File: src/rtl/dsp_mac_sequencer.sv
// dsp_mac_sequencer: sequences operand beats through a 3-stage DSP MAC and captures the dot product
module dsp_mac_sequencer #(
  parameter int LEN_W    = 16,
  parameter int PIPE_LAT = 3
) (
  input  logic              clk,
  input  logic              rst_n,
  input  logic              start,
  input  logic [LEN_W-1:0]  len,
  input  logic              abort,
  input  logic              in_valid,
  output logic              in_ready,
  input  logic [17:0]       in_a,
  input  logic [17:0]       in_b,
  output logic [17:0]       dsp_a,
  output logic [17:0]       dsp_b,
  output logic              dsp_cea,
  output logic              dsp_ceb,
  output logic              dsp_cem,
  output logic              dsp_cep,
  output logic              dsp_ce_opmode,
  output logic [7:0]        dsp_opmode,
  output logic              dsp_rst,
  input  logic [47:0]       dsp_p,
  output logic              busy,
  output logic              done,
  output logic              err,
  output logic [47:0]       result
);
  typedef enum logic [2:0] {IDLE, CLR, RUN, DRAIN, DONE} state_t;
  state_t              state;
  logic [1:0]          rs;
  logic                rst_i_n;
  logic [LEN_W-1:0]    cnt;
  logic [PIPE_LAT-2:0] vp;
  logic                first;
  logic                xfer;
  assign rst_i_n       = rs[1];
  assign in_ready      = (state == RUN) && (cnt != '0);
  assign xfer          = in_ready && in_valid;
  assign dsp_a         = in_a;
  assign dsp_b         = in_b;
  assign dsp_cea       = xfer;
  assign dsp_ceb       = xfer;
  assign dsp_cem       = vp[0];
  assign dsp_ce_opmode = vp[0];
  assign dsp_cep       = vp[PIPE_LAT-2];
  assign busy          = state != IDLE;
  // reset asserts immediately and releases through two flops
  always_ff @(posedge clk or negedge rst_n) begin
    if (!rst_n) rs <= 2'b00;
    else rs <= {rs[0], 1'b1};
  end
  // control FSM; the valid shift register tracks beats through the M and P stages
  always_ff @(posedge clk or negedge rst_i_n) begin
    if (!rst_i_n) begin
      state      <= IDLE;
      cnt        <= '0;
      vp         <= '0;
      first      <= 1'b0;
      dsp_opmode <= 8'h00;
      dsp_rst    <= 1'b0;
      done       <= 1'b0;
      err        <= 1'b0;
      result     <= '0;
    end else if (abort && (state == CLR || state == RUN || state == DRAIN)) begin
      state   <= IDLE;
      cnt     <= '0;
      vp      <= '0;
      dsp_rst <= 1'b1;
      done    <= 1'b0;
      err     <= 1'b0;
    end else begin
      dsp_rst <= 1'b0;
      done    <= 1'b0;
      err     <= 1'b0;
      vp      <= (vp << 1) | (PIPE_LAT-1)'(xfer);
      if (xfer) begin
        cnt        <= cnt - 1'b1;
        first      <= 1'b0;
        dsp_opmode <= first ? 8'h01 : 8'h09;
      end
      case (state)
        IDLE:
          if (start) begin
            if (len == '0) err <= 1'b1;
            else begin
              cnt     <= len;
              first   <= 1'b1;
              dsp_rst <= 1'b1;
              state   <= CLR;
            end
          end
        CLR:   state <= RUN;
        RUN:   if (xfer && cnt == LEN_W'(1)) state <= DRAIN;
        DRAIN:
          if (vp == '0) begin
            result <= dsp_p;
            done   <= 1'b1;
            state  <= DONE;
          end
        DONE:    state <= IDLE;
        default: state <= IDLE;
      endcase
    end
  end
endmodule
File: config.mk
export PLATFORM = sky130hd
export DESIGN_NAME = dsp_mac_sequencer
export DESIGN_NICKNAME = d
export VERILOG_FILES = /design/src/rtl/dsp_mac_sequencer.sv
export SDC_FILE = /design/constraint.sdc
export NUM_CORES = 1
export LEC_CHECK = 0
export CAP_MARGIN = 15
export CORE_UTILIZATION = 38
export CTS_CLUSTER_SIZE = 40
export DETAILED_ROUTE_END_ITERATION = 6
export GPL_TIMING_DRIVEN = 0
export PLACE_DENSITY = 0.79
export SLEW_MARGIN = 40
export SYNTH_ARGS = -nofsm -noshare
export SYNTH_HDL_FRONTEND = slang
export SYNTH_SLANG_ARGS = --single-unit
export TNS_END_PERCENT = 5
File: constraint.sdc
create_clock -name clk -period 4.57 [get_ports clk]
set_input_delay 0.6855 -clock clk [delete_from_list [all_inputs] [get_ports clk]]
set_output_delay 0.6855 -clock clk [all_outputs]
set_load 0.01 [all_outputs]
==> results of run 1 <==
[critical path: cells and delay by family, from the launching register on]
kind	cells	cell delay, ns
and+or+nand+nor	2	1.11
buffers and inverters	2	0.91
AOI/OAI and AO/OA	1	0.19
DFF	1	0.42
[power by group through the flow]
stage | Sequential [mW] | Combinational [mW] | Clock [mW]
2_1_floorplan | 1.19 | 0.375 | 0
4_1_cts | 1.10 | 1.08 | 0.577
6_report | 1.10 | 1.06 | 0.567
3_5_place_dp | 1.11 | 1.07 | 0
3_3_place_gp | 1.10 | 1.04 | 0
5_1_grt | 1.14 | 1.17 | 0.607
[flip-flops by register name, summed over array words and instances (netlist names)]
register and flops:
vp 2, done 1, state 3, cnt 16, err 1, rs 2
dsp_rst 1, first 1, dsp_opmode 2, result 48
[kinds of logic after synthesis]
kind of cell / after synthesis / share of synthesized area [%]
mux: 2 / 0.576
simple gates: 188 / 22.7
buf+inv: 74 / 12.1
compound gates: 45 / 7.92
other cells: 2 / 0.203
flops: 77 / 52.2
fa+ha+maj: 3 / 1.02
xor+xnor: 14 / 3.32
[worst paths after layout]
check | cells after the start | start | to | slack (ns)
setup / recovery | 5 | cnt[10] | in_ready | 0.91
hold / removal | 0 | rs[1] | cnt[4] | 0.28
setup reg to reg | 6 | cnt[10] | cnt[3] | 2.09
hold reg to reg | 0 | rs[1] | cnt[4] | 0.28
max in group asynchronous | 1 | rs[1] | result[16] | 3.71
min in group clk | 0 | rs[0] | rs[1] | 0.35
[final cells by class]
cell class,count,area (um2)
Multi-Input combinational cell,259,1340
Tap cell,129,161
Buffer,61,399
Fill cell,813,3570
Inverter,13,48.8
Clock inverter,6,86.3
Sequential cell,77,1930
Clock buffer,10,128
Timing Repair Buffer,165,1660
[cells in the mapped netlist]
cell,instances
xor2_1,1
or2_2,2
mux2i_1,1
or4_4,1
and4bb_2,1
nor2b_1,1
nand3b_1,1
o211ai_1,1
o21ai_1,1
or4_1,2
a21bo_2,1
mux2_2,1
xnor2_1,13
and2_1,1
a2111oi_0,3
a21oi_1,13
o41ai_1,1
nand2b_1,2
conb_1,2
nand4_1,1
buf_4,45
nor4_2,7
buf_1,1
nor3_1,4
a21boi_1,1
nand2_1,151
o21bai_1,1
ha_1,3
or3_1,4
nor2_1,5
nor4_1,4
o22ai_1,3
a211oi_1,3
a31oi_1,2
clkbuf_1,14
buf_2,1
o21ai_0,13
nand3_1,1
inv_1,13
dfrtp_1,77
a2111oi_4,1
a31o_2,1
[per-layer routing]
layer / vias up / GRT usage, %
met1: 1577 / 21.9
li1: 1618 / -
met3: 15 / 6.52
met4: 0 / 7.47
met2: 145 / 34.2
met5: - / 0
[per-stage QoR]
step	instances	power, mW	util (%)
after floorplan	410	1.56	-
after global placement	703	2.14	59.1
after detailed placement	704	2.18	59.4
after CTS	720	2.75	61.7
after global routing	720	2.91	61.7
final	720	2.73	61.7
[placed cells by master, fill, tap and decap left out, drive strengths merged, types with 5 or more instances in the layout]
cell and instances:
xnor2 13, clkbuf 24, a21oi 13, conb 7, buf 48, nor2 5, dfrtp 77, o21ai 14
nand2 151, inv 14, clkdlybuf4s50 164, nor4 11
==> results.sh, run 1 <==
export IMPL_outcome="finished, final reports clean"
export IMPL_worst_path_largest_cell_delay_ns=0.64
export IMPL_grt_max_degree=44
export IMPL_antenna_left=0
export IMPL_vias_per_cell=4.66
export IMPL_max_cap_viol_count=0
export IMPL_cts_sinks=77
export IMPL_num_nets_final=694
export IMPL_root_buffer="clkbuf_8"
export IMPL_cts_buffers=9
export IMPL_netlist_area_mm2=0.00369
export IMPL_hold_ws_ns=0.283
export IMPL_hp_class="flop to async pin"
export IMPL_report_final_slew_viol_count=0
export IMPL_die_w_um=101
export IMPL_critPathMaxFanout=10
export IMPL_dp_slack_ns=1.25
export IMPL_wl_per_cell_um=13.4
export IMPL_ioPinCount=207
export IMPL_rsz0062_at_grt="no"
export IMPL_synthTopCellsByArea="dfrtp_1 52%, nand2_1 15%, buf_4 9.1%"
export IMPL_cts_resized_gates=0
export IMPL_syn2layout_area_growth_pct=55.7
export IMPL_grt_ovfl_total=0
export IMPL_syn_area_per_cell_um2=9.12
export IMPL_core_area_mm2=0.00933
export IMPL_clock_power_share_pct=20.8
export IMPL_critPathKind="flop to output pin"
export IMPL_met2WireLength_um=4960
export IMPL_p_leak_nw=2.63
export IMPL_swShare_pct=32.5
export IMPL_fin_setup_tns_ns=0
export IMPL_slowest_stage="or4_1"
export IMPL_grt_antenna_before_repair=0
export IMPL_rows=35
export IMPL_cts_hold_buf=0
export IMPL_power_switching_mw=0.888
export IMPL_drive_gt1_share_pct=13.2
export IMPL_ys_warn_count=0
export IMPL_place_area_mm2=0.00554
export IMPL_worst_setup_path_end_kind="output pin"
export IMPL_clk_pin_slew_ns=0.08
export IMPL_clock_path_buffers=2
export IMPL_crit_arrival_ns=2.97
export IMPL_synth_seq_cells=77
export IMPL_period_share_pct=80.0
export IMPL_cts_tree="done"
export IMPL_ir_worst_vdd_mv=0.291
export IMPL_setup_viol=0
export IMPL_diodes=0
export IMPL_crit_path_start_kind="flop"
export IMPL_crit_path_cell_trace="or4_1, nor4_2, buf_2, a2111oi_0, clkdlybuf4s50_1"
export IMPL_power_frac_seq_pct=40.3
export IMPL_grt_pass1_wl_um=15600
export IMPL_grt_usage_pct=19.5
export IMPL_gp_congestion=0.778
export IMPL_p_int_mw=1.84
export IMPL_grt_pass1_vias=3502
export IMPL_power_density_mw_per_mm2=475
export IMPL_min_period_ns=3.66
export IMPL_yosys_area_top_type="dfrtp_1"
export IMPL_syn_inst=405
export IMPL_worstSkewPairLatency_ns=0.35
export IMPL_synth_top_area_share_pct=52.2
export IMPL_synth_yosys_seq_area_share_pct=52.2
export IMPL_highest_layer="met4"
export IMPL_m1WireLength_um=3760
export IMPL_cts_setup_buffers=0
export IMPL_dieArea_mm2=0.0101
export IMPL_tightest_slew_ns=0.635
export IMPL_vias=3355
export IMPL_dpl_hpwl_um=7490
export IMPL_drc=0
export IMPL_synth_cell_types=42
export IMPL_port_buffers=164
export IMPL_wirelength_um=9660
export IMPL_finalClockSkew_ns=0.0112
export IMPL_fmax_ghz=0.273
export IMPL_slew_headroom_pct=57.3
export IMPL_initial_core_util_pct=39.6
export IMPL_layout_setup_ws_ns=0.913
export IMPL_critPathRequiredTime_ns=3.88
export IMPL_design_area_mm2=0.00575
export IMPL_initialDrtViolationCount=99
export IMPL_die_h_um=101
export IMPL_ctsHtreeMaxLevel=3
export IMPL_hold_viol_final=0
export IMPL_met3_length_um=768
export IMPL_power_frac_comb_pct=39.0
export IMPL_dr_pass1_iters=5
(Power assumes the default switching activity.)
==> inputs of run 2 (changes only) <==
- clock period: 4.57 -> 3.4 ns (I/O delays scaled with it)
==> results.sh, run 2 (synthesis results as in run 1) <==
export IMPL_min_period_ns=3.29
export IMPL_syn2layout_area_growth_pct=56.3
export IMPL_cts_setup_buffers=0
export IMPL_crit_arrival_ns=2.78
export IMPL_layout_common_cells="164 x clkdlybuf4s50_1, 151 x nand2_1, 76 x dfrtp_1, 45 x buf_4, 15 x clkbuf_1"
export IMPL_ioPinCount=207
export IMPL_cts_hold_buf=0
export IMPL_crit_start="cnt[10]"
export IMPL_period_share_pct=96.6
export IMPL_clk_pin_slew_ns=0.08
export IMPL_final_util_pct=61.9
export IMPL_worstReg2RegEnd="cnt[14]"
export IMPL_wl_per_cell_um=13.4
export IMPL_grt_usage_pct=19.5
export IMPL_power_density_mw_per_mm2=638
export IMPL_reg2reg_from="cnt[3]"
export IMPL_vias=3383
export IMPL_hold_viol_final=0
export IMPL_slew_headroom_pct=59.0
export IMPL_p_leak_nw=2.63
export IMPL_r2r_worst_path_cells=6
export IMPL_place_area_mm2=0.00554
export IMPL_rows=35
export IMPL_cts_buffers=9
export IMPL_grt_max_degree=44
export IMPL_design_area_mm2=0.00577
export IMPL_antenna_left=0
export IMPL_root_buffer="clkbuf_8"
export IMPL_initialDrtViolationCount=127
export IMPL_place_inst=704
export IMPL_reg_top3="result (48), cnt (16), state (3)"
export IMPL_largest_register_ffs=48
export IMPL_ir_worst_vdd_mv=0.391
export IMPL_path_delay_family="simple AND/OR/NAND/NOR gates"
export IMPL_crit_path_start_kind="flop"
export IMPL_core_area_mm2=0.00933
export IMPL_grt_ovfl_total=0
export IMPL_drive_gt1_share_pct=13.2
export IMPL_layout_commonest_cell="clkdlybuf4s50_1"
export IMPL_slowest_stage="or4_1"
export IMPL_cts_sinks=77
export IMPL_report_final_slew_viol_count=0
export IMPL_max_cap_viol_count=0
export IMPL_cts_resized_gates=1
export IMPL_hp_class="flop to async pin"
export IMPL_layout_setup_ws_ns=0.114
export IMPL_crit_path_cell_trace="or4_1, nor4_4, clkbuf_4, a2111oi_0, clkdlybuf4s50_1"
export IMPL_vias_per_cell=4.70
export IMPL_finalClockSkew_ns=0.0107
export IMPL_initial_core_util_pct=39.6
export IMPL_rrSetupSlack_ns=1.06
export IMPL_diodes=0
export IMPL_fmax_ghz=0.304
export IMPL_critPathMaxFanout=10
export IMPL_gp_congestion=0.778
export IMPL_port_buffers=164
export IMPL_dp_slack_ns=0.333
export IMPL_dpl_hpwl_um=7490
export IMPL_die_h_um=101
export IMPL_final_cells=720
export IMPL_die_w_um=101
export IMPL_dieArea_mm2=0.0101
export IMPL_drc=0
export IMPL_dr_pass1_iters=5
export IMPL_hold_ws_ns=0.283
export IMPL_cts_tree="done"
export IMPL_grt_antenna_before_repair=0
export IMPL_critPathKind="flop to output pin"
export IMPL_rsz0062_at_grt="yes"
export IMPL_setup_viol=0
export IMPL_critPathRequiredTime_ns=2.89
export IMPL_grt_pass1_wl_um=15600
export IMPL_grt_pass1_vias=3504
export IMPL_fin_setup_tns_ns=0
export IMPL_tightest_slew_ns=0.600
export IMPL_worstSkewPairLatency_ns=0.35
export IMPL_crit_buf_inv=2
export IMPL_power_mw=3.68
export IMPL_clock_path_buffers=2
export IMPL_worst_setup_path_end_kind="output pin"
export IMPL_worst_path_largest_cell_delay_ns=0.66
export IMPL_ctsHtreeMaxLevel=3
export IMPL_num_nets_final=694
export IMPL_outcome="finished, final reports clean"
export IMPL_wirelength_um=9680
export IMPL_largest_register="result"
==> run 2: cell type report <==
| cell class | count | area [um2] |
|---|---|---|
| buffer | 61 | 402 |
| clock buffer | 10 | 128 |
| clock inverter | 6 | 86.3 |
| fill | 809 | 3550 |
| inverter | 13 | 48.8 |
| multi-input combinational | 259 | 1360 |
| sequential | 77 | 1930 |
| tap | 129 | 161 |
| timing repair buffer | 165 | 1660 |
==> run 2: metal layers <==
layer / GRT usage, % / share of wire (%) / vias up
met5: 0 / 0 / -
met2: 34.2 / 51 / 149
met3: 6.52 / 8.3 / 17
met1: 21.9 / 39 / 1600
met4: 7.47 / 1.9 / 0
li1: - / - / 1617
==> run 2: where the power goes <==
part           switching, mW  internal, mW  total, mW  leakage [nW]
registers              0.235          1.25       1.48         0.972
logic                  0.621         0.818       1.44          1.55
clock network          0.348         0.414      0.762         0.107
total                   1.20          2.48       3.68          2.63
==> run 2: worst max-delay path by stage <==
stage,to,slack [ns],cells after the start
2_1_floorplan,cnt[0],1.10,0
3_3_place_gp,result[6],0.22,0
3_5_place_dp,in_ready,0.33,5
4_1_cts,dsp_ceb,0.02,5
5_1_grt,in_ready,-0.006,5
6_report,in_ready,0.11,5
==> inputs of run 3 (changes only) <==
- SETUP_SLACK_MARGIN: unset -> 0.2
==> results.sh, run 3 (synthesis results as in run 1) <==
export IMPL_outcome="finished, final reports clean"
export IMPL_hold_viol_final=0
export IMPL_final_cells=722
export IMPL_grt_max_degree=44
export IMPL_path_delay_family="simple AND/OR/NAND/NOR gates"
export IMPL_dr_pass1_iters=4
export IMPL_slew_headroom_pct=58.6
export IMPL_rsz0062_at_grt="no"
export IMPL_cts_tree="done"
export IMPL_dieArea_mm2=0.0101
export IMPL_critPathKind="flop to output pin"
export IMPL_power_frac_seq_pct=40.2
export IMPL_fillers=807
export IMPL_worst_setup_path_end_kind="output pin"
export IMPL_syn2layout_area_growth_pct=57.1
export IMPL_wl_per_cell_um=13.5
export IMPL_tightest_slew_ns=0.619
export IMPL_crit_path_start_kind="flop"
export IMPL_worstSkewPairLatency_ns=0.35
export IMPL_p_leak_nw=2.64
export IMPL_max_cap_viol_count=0
export IMPL_min_period_ns=3.11
export IMPL_gp_congestion=0.778
export IMPL_finalClockSkew_ns=0.0110
export IMPL_crit_path_cell_trace="or4_4, nor4_4, a21boi_2, buf_4, clkdlybuf4s50_1"
export IMPL_seq_area_mm2=0.00193
export IMPL_crit_start="cnt[2]"
export IMPL_layout_common_cells="164 x clkdlybuf4s50_1, 151 x nand2_1, 76 x dfrtp_1, 48 x buf_4, 15 x clkbuf_1"
export IMPL_place_inst=704
export IMPL_multi_input_area_mm2=0.00137
export IMPL_num_nets_final=696
export IMPL_place_area_mm2=0.00554
export IMPL_drc=0
export IMPL_diodes=0
export IMPL_crit_arrival_ns=2.60
export IMPL_worst_path_largest_cell_delay_ns=0.58
export IMPL_cp_num_cells=5
export IMPL_power_frac_comb_pct=39.2
export IMPL_crit_buf_inv=2
export IMPL_period_share_pct=91.4
export IMPL_antenna_left=0
export IMPL_ioPinCount=207
export IMPL_grt_pass1_wl_um=15700
export IMPL_cts_hold_buf=0
export IMPL_clock_power_share_pct=20.6
export IMPL_setup_viol=0
export IMPL_layout_commonest_cell="clkdlybuf4s50_1"
export IMPL_grt_ovfl_total=0
export IMPL_cts_buffers=9
export IMPL_initialDrtViolationCount=109
export IMPL_clock_path_buffers=2
export IMPL_reg2reg_from="cnt[2]"
export IMPL_port_buffers=164
export IMPL_slowest_stage="or4_4"
export IMPL_grt_pass1_vias=3528
export IMPL_ctsHtreeMaxLevel=3
export IMPL_vias_per_cell=4.67
export IMPL_root_buffer="clkbuf_8"
export IMPL_grt_usage_pct=19.7
export IMPL_critPathRequiredTime_ns=2.89
export IMPL_dpl_hpwl_um=7490
export IMPL_wirelength_um=9760
export IMPL_largest_register="result"
export IMPL_die_h_um=101
export IMPL_die_w_um=101
export IMPL_power_switching_mw=1.21
export IMPL_cts_sinks=77
export IMPL_initial_core_util_pct=39.6
export IMPL_swShare_pct=32.8
export IMPL_ir_worst_vdd_mv=0.391
export IMPL_grt_antenna_before_repair=0
export IMPL_largest_register_ffs=48
export IMPL_hp_class="flop to async pin"
export IMPL_report_final_slew_viol_count=0
export IMPL_clk_pin_slew_ns=0.08
export IMPL_design_area_mm2=0.00580
export IMPL_crit_end="dsp_ceb"
export IMPL_reg_top3="result (48), cnt (16), state (3)"
export IMPL_rows=35
export IMPL_p_int_mw=2.49
export IMPL_drive_gt1_share_pct=14.0
export IMPL_worstReg2RegEnd="cnt[14]"
export IMPL_vias=3374
export IMPL_rrSetupSlack_ns=1.06
export IMPL_core_area_mm2=0.00933
export IMPL_fin_setup_tns_ns=0
export IMPL_power_density_mw_per_mm2=638
export IMPL_critPathMaxFanout=7
export IMPL_fmax_ghz=0.322
export IMPL_r2r_worst_path_cells=6
[run 3: changes by cell type in the layout (fill, tap and decap cells not counted)]
cell,before,now
or4_1,2,1
a21boi_1,1,0
a21boi_2,0,1
clkbuf_4,1,0
buf_4,45,48
or4_4,1,2
a2111oi_2,0,1
a2111oi_0,3,2
[run 3: timing repair]
action | in CTS | in global routing
gates resized for setup | 4 | 3
buffers inserted | 1 | 1
cloned | 0 | 0
endpoints found under the setup margin | 3 | 3
pin swaps | 1 | 1
[run 3: layer usage]
| metal | part of all wire [%] | track usage [%] |
|---|---|---|
| met5 | 0 | 0 |
| met4 | 1.9 | 7.36 |
| met3 | 7.4 | 6.31 |
| met2 | 51 | 34.7 |
| met1 | 39 | 22.2 |
[run 3: worst min-delay path by stage]
| stage | endpoint | slack (ns) | cells past startpoint |
|---|---|---|---|
| 2_1_floorplan | rs[0] | 0.21 | 0 |
| 3_3_place_gp | rs[1] | 0.34 | 0 |
| 3_5_place_dp | result[41] | 0.30 | 0 |
| 4_1_cts | result[41] | 0.31 | 0 |
| 5_1_grt | rs[1] | 0.31 | 1 |
| 6_report | cnt[4] | 0.28 | 0 |
[run 3: power groups by stage]
stage	clock network [mW]	logic [mW]	registers, mW
floorplan	0	0.503	1.59
global placement	0	1.39	1.48
detailed placement	0	1.44	1.49
CTS	0.776	1.46	1.49
global route	0.816	1.59	1.53
finish	0.764	1.45	1.49
[run 3: cell type report]
| cell class | count | area share [%] |
|---|---|---|
| flip-flops and latches | 77 | 33.3 |
| repair buffers | 167 | 28.9 |
| multi-input cells | 259 | 23.6 |
| plain buffers | 61 | 6.92 |
| well taps | 129 | 2.78 |
| clock buffers | 10 | 2.20 |
| clock inverters | 6 | 1.49 |
| inverters | 13 | 0.841 |
[run 3: per-stage QoR]
| stage | worst slack (ns) | util (%) | hold slack, ns | power (mW) |
|---|---|---|---|---|
| 2_1_floorplan | 1.10 | - | 0.214 | 2.10 |
| 3_5_place_dp | 0.333 | 59.4 | 0.298 | 2.93 |
| 3_3_place_gp | 0.216 | 59.1 | 0.336 | 2.87 |
| 6_report | 0.294 | 62.2 | 0.283 | 3.70 |
| 4_1_cts | 0.188 | 62.0 | 0.305 | 3.72 |
| 5_1_grt | 0.189 | 62.2 | 0.313 | 3.94 |
